### src/rtl/ysyx_25030093_sram_arbiter.sv
// Shares one SRAM port between the IFU (read-only) and the LSU (read/write).
// One transaction in flight; round-robin on simultaneous requests.
module ysyx_25030093_sram_arbiter #(
  parameter int ADDR_W = 32,
  parameter int DATA_W = 32
) (
  input  logic                clk,
  input  logic                rst,
  input  logic                ifu_req_valid,
  output logic                ifu_req_ready,
  input  logic [ADDR_W-1:0]   ifu_addr,
  output logic                ifu_resp_valid,
  output logic [DATA_W-1:0]   ifu_rdata,
  input  logic                lsu_req_valid,
  output logic                lsu_req_ready,
  input  logic [ADDR_W-1:0]   lsu_addr,
  input  logic                lsu_wen,
  input  logic [DATA_W-1:0]   lsu_wdata,
  input  logic [DATA_W/8-1:0] lsu_wmask,
  output logic                lsu_resp_valid,
  output logic [DATA_W-1:0]   lsu_rdata,
  output logic                s_req_valid,
  input  logic                s_req_ready,
  output logic [ADDR_W-1:0]   s_addr,
  output logic                s_wen,
  output logic [DATA_W-1:0]   s_wdata,
  output logic [DATA_W/8-1:0] s_wmask,
  input  logic                s_resp_valid,
  input  logic [DATA_W-1:0]   s_rdata
);

  typedef enum logic [1:0] {S_IDLE, S_REQ, S_WAIT} state_t;
  localparam logic OWN_IFU = 1'b0;
  localparam logic OWN_LSU = 1'b1;

  state_t state;
  logic   owner;
  logic   last_grant;
  logic   ifu_win, lsu_win;
  logic   ifu_act, lsu_act;

  // Winner pick: a lone requester wins; on a tie the one not granted last wins.
  always_comb begin
    ifu_win = ifu_req_valid & (~lsu_req_valid | (last_grant == OWN_LSU));
    lsu_win = lsu_req_valid & (~ifu_req_valid | (last_grant == OWN_IFU));
  end

  assign ifu_req_ready = (state == S_IDLE) & ifu_win;
  assign lsu_req_ready = (state == S_IDLE) & lsu_win;

  // Response path is combinational from the SRAM, gated to the owner in WAIT.
  assign ifu_act        = (state == S_WAIT) & (owner == OWN_IFU);
  assign lsu_act        = (state == S_WAIT) & (owner == OWN_LSU);
  assign ifu_resp_valid = ifu_act & s_resp_valid;
  assign lsu_resp_valid = lsu_act & s_resp_valid;
  assign ifu_rdata      = ifu_act ? s_rdata : '0;
  assign lsu_rdata      = lsu_act ? s_rdata : '0;

  // Arbiter FSM: grant and latch in IDLE, hold request in REQ, await data in WAIT.
  always_ff @(posedge clk) begin
    if (rst) begin
      state       <= S_IDLE;
      owner       <= OWN_IFU;
      last_grant  <= OWN_LSU;
      s_req_valid <= 1'b0;
      s_addr      <= '0;
      s_wen       <= 1'b0;
      s_wdata     <= '0;
      s_wmask     <= '0;
    end else begin
      case (state)
        S_IDLE: begin
          if (ifu_win) begin
            s_addr      <= ifu_addr;
            s_wen       <= 1'b0;
            s_wdata     <= '0;
            s_wmask     <= {(DATA_W/8){1'b1}};
            owner       <= OWN_IFU;
            last_grant  <= OWN_IFU;
            s_req_valid <= 1'b1;
            state       <= S_REQ;
          end else if (lsu_win) begin
            s_addr      <= lsu_addr;
            s_wen       <= lsu_wen;
            s_wdata     <= lsu_wdata;
            s_wmask     <= lsu_wmask;
            owner       <= OWN_LSU;
            last_grant  <= OWN_LSU;
            s_req_valid <= 1'b1;
            state       <= S_REQ;
          end
        end
        S_REQ: begin
          if (s_req_ready) begin
            s_req_valid <= 1'b0;
            state       <= S_WAIT;
          end
        end
        S_WAIT: begin
          if (s_resp_valid) state <= S_IDLE;
        end
        default: begin
          s_req_valid <= 1'b0;
          state       <= S_IDLE;
        end
      endcase
    end
  end

endmodule

### config.mk
export PLATFORM = sky130hd
export DESIGN_NAME = ysyx_25030093_sram_arbiter
export DESIGN_NICKNAME = d
export VERILOG_FILES = /design/src/rtl/ysyx_25030093_sram_arbiter.sv
export SDC_FILE = /design/constraint.sdc
export NUM_CORES = 1
export LEC_CHECK = 0
export CAP_MARGIN = 0
export CORE_MARGIN = 2
export CORE_UTILIZATION = 31
export DETAILED_ROUTE_END_ITERATION = 12
export HOLD_SLACK_MARGIN = 0.12
export PLACE_DENSITY_LB_ADDON = 0.1
export SYNTH_ARGS = -nofsm -noshare
export SYNTH_HDL_FRONTEND = slang
export SYNTH_SLANG_ARGS = --single-unit
### constraint.sdc
create_clock -name clk -period 1.4 [get_ports clk]
set_clock_uncertainty 0.15 [all_clocks]
set_input_delay 0.28 -clock clk [delete_from_list [all_inputs] [get_ports clk]]
set_output_delay 0.28 -clock clk [all_outputs]
set_load 0.02 [all_outputs]
==> flow_summary_export.csv <==
group,metric,value,unit
routing,ant_nets,0,
critical_path,startpoint_type,"flop",
grt,grt_pass1_vias,4299,
sta,rsz0062_at_grt,"true",
power_and_ir_drop,leakage,3.190,nW
critical_path,regToRegEndpoint,"s_wdata[0]$_SDFFE_PP0P_",
critical_path,path_max_fanout,8,
cts,cts_tree,"built",
cells_and_area,final_util,0.6644,
grt,grt_pass1_wl,23.67,mm
critical_path,cp_slowest_stage_delay,390,ps
sta,layout_min_cycle_time,1882,ps
placed_design,dpl.hpwl,10.72,mm
hold_path,hp-class,"primary input to flop",
critical_path,r2r_cells,7,
cts,cts-root-buf,"clkbuf_16",
power_and_ir_drop,p_total,7.049,mW
cts,cts_buffers,9,
critical_path,crit_arrival,2010,ps
critical_path,crit_start,"state[1]$_SDFFE_PP0P_",
routing,firstDrtPassIters,4,
critical_path,r2r_setup_slack,-480,ps
routing,drc,0,
placed_design,place_area,6819,µm²
critical_path,path_cells,"buf_6 -> buf_6 -> or3b_4 -> nor3b_4 -> buf_6 -> clkbuf_16 -> a22o_1",
cts,clkLatencyLatePin,330,ps
critical_path,path_class,"flop to flop",
sta,worst_pin_slew,352.0,ps
cells_and_area,fin_area,7553,µm²
synthesis,yosys_register_bits,74,
synthesis,yosysWarnings,0,
sta,relSlewSlack,0.7653,
routing,wl_per_cell,18.58,µm
synthesis,avgSynthCellArea,9.478,µm²
sta,period_share,1.344,
cells_and_area,final_cell_mix,"clkdlybuf4s50_1, buf_6, dfxtp_1",
critical_path,crit_buf_inv,4,
routing,first_iter_violations,181,
critical_path,cp-end-kind,"flop",
power_and_ir_drop,power_per_cell_area,933.2,nW/µm²
sta,setup_viol,139,
synthesis,syn_area,3592,µm²
routing,via_per_inst,5.080,
critical_path,cp.depth,7,
cts,htree_levels,3,
routing,wirelength,15.49,mm
outcome,violations,"negative setup slack",
synthesis,yosysUniqueCellTypes,28,
power_and_ir_drop,ir_worst_vdd,604.8,µV
cts,clkSinkCount,74,
routing,vias,4237,
cts,clk_path_buf_depth,2,
sta,setup_ws,-481.9,ps
cells_and_area,final_common_cell,"clkdlybuf4s50_1",
run,drv_cap,0,
grt,grt_max_degree,34,
critical_path,cp_slowest_cell,"or3b_4",
critical_path,cpMostUsedCell,"buf_6",
sta,fmax,0.5314,GHz
die,die_h,111.6,µm
critical_path,path_delay_family,"simple AND/OR/NAND/NOR gates",
die,ios,277,
placed_design,io_buffers,276,
cells_and_area,drive_gt1_frac,0.4819,
grt,antenna_found_initial,0,
critical_path,required,1530,ps
critical_path,crit_path_end,"s_wdata[0]$_SDFFE_PP0P_",
die,coreArea,11370,µm²
sta,finalHoldViolCount,0,
synthesis,syn_inst,379,
synthesis,syn_nets,518,
die,dieArea,12460,µm²
cells_and_area,nFillCells,926,
cells_and_area,antennaDiodeCount,0,
sta,tns,-55170,ps
placed_design,gp_congestion,0.8478,
grt,track_usage,0.2389,
grt,grt_overflow,0,
die,initial_utilization,0.3159,
sta,slew_viol_final,0,
outcome,status,"complete, but fails checks",
die,die_w,111.6,µm
die,rows,39,
synthesis,yosysSeqAreaShare,0.4124,
cts,path_clk_slew,60,ps
cells_and_area,nNetsFinal,825,
cells_and_area,synthToLayoutAreaGrowth,110.3,%
critical_path,r2r_start,"state[1]$_SDFFE_PP0P_",
==> Yosys cell counts <==
library cell / instances / area, µm²
buf_1: 1 / 3.750
and2_1: 67 / 419.2
a22o_1: 33 / 289.0
nand3_1: 33 / 165.2
clkbuf_1: 27 / 101.4
a21oi_2: 1 / 8.760
o211ai_1: 1 / 7.510
or3b_4: 1 / 11.26
a311oi_1: 2 / 17.52
a21oi_1: 35 / 175.2
inv_1: 4 / 15.01
nor2_2: 1 / 6.260
o221a_2: 2 / 22.52
dfxtp_1: 74 / 1481
nor3b_4: 1 / 18.77
or3b_2: 1 / 8.760
a311oi_2: 30 / 450.4
buf_6: 9 / 101.4
nand2_1: 7 / 26.28
o22a_1: 1 / 8.760
nand2b_1: 2 / 12.51
o221a_1: 2 / 22.52
buf_2: 4 / 20.02
nor2b_1: 1 / 6.260
nor2_1: 4 / 15.01
o21ai_0: 33 / 165.2
and3_1: 1 / 6.260
or2_1: 1 / 6.260
==> logic make-up after synthesis <==
logic type | count (synthesis) | share of synthesized area
flip-flops | 74 | 0.4124
AO/OA/AOI/OAI | 140 | 0.3250
buffers and inverters | 45 | 0.06722
AND/OR/NAND/NOR | 120 | 0.1954
==> per-layer routing <==
metal  up-vias  global-route usage  share of wire
met2       197              0.4432           0.53
met1      1997              0.2616           0.37
met3        23             0.07295          0.071
met5         -                   0              0
met4         0             0.06831          0.021
li1       2020                   -              -
==> power by group <==
part / switching, mW / total, mW / internal [mW]
Sequential: 0.108 / 2.41 / 2.30
Clock: 0.982 / 2.39 / 1.41
Combinational: 1.03 / 2.25 / 1.21
==> worst min path at each step <==
stage / startpoint / end / slack (ps) / cells past startpoint
floorplan: lsu_wdata[0] / s_wdata[0]$_SDFFE_PP0P_ / 260 / 1
global placement: s_req_valid$_SDFFE_PP0P_ / s_req_valid$_SDFFE_PP0P_ / 300 / 2
detailed placement: s_req_valid$_SDFFE_PP0P_ / s_req_valid$_SDFFE_PP0P_ / 300 / 2
CTS: rst / state[1]$_SDFFE_PP0P_ / 190 / 3
global route: rst / owner$_SDFFE_PP0P_ / 210 / 3
finish: rst / owner$_SDFFE_PP0P_ / 190 / 3
==> sequential cells by signal (all words and copies together), names as in the netlist <==
signal	count
s_wmask	4
s_addr	32
state	2
last_grant	1
owner	1
s_wen	1
s_wdata	32
s_req_valid	1
==> stage by stage <==
step / cells / hold WS, ps / setup slack, ps
after global placement: 789 / 304.9 / -756.4
after detailed placement: 789 / 304.2 / -749.3
after global routing: 834 / 214.2 / -526.3
after CTS: 833 / 187.0 / -528.6
final: 834 / 193.2 / -481.9
after floorplan: 379 / 262.6 / -161.0
==> worst min-delay path, cell delays in order <==
cell and delay [ps]:
buf_2 150, buf_4 170, a21oi_2 30
==> timing repair <==
action                                  4_1_cts  5_1_grt
gates resized for setup                     644       78
gates cloned                                  9        4
endpoints found under the setup margin      209      185
buffers inserted                             20        6
hold buffers                                  0        0
pin swaps                                    25       43
==> area by class of cell <==
type / count / area, µm² / area share
multi-input combinational: 260 / 2093 / 0.2771
inverter: 4 / 15.01 / 0.001988
sequential: 74 / 1488 / 0.1970
clock buffer: 9 / 225.2 / 0.02982
tap: 143 / 178.9 / 0.02369
clock inverter: 7 / 82.58 / 0.01093
timing repair buffer: 337 / 3471 / 0.4595
Note: power is estimated with default switching activity, not from simulation.
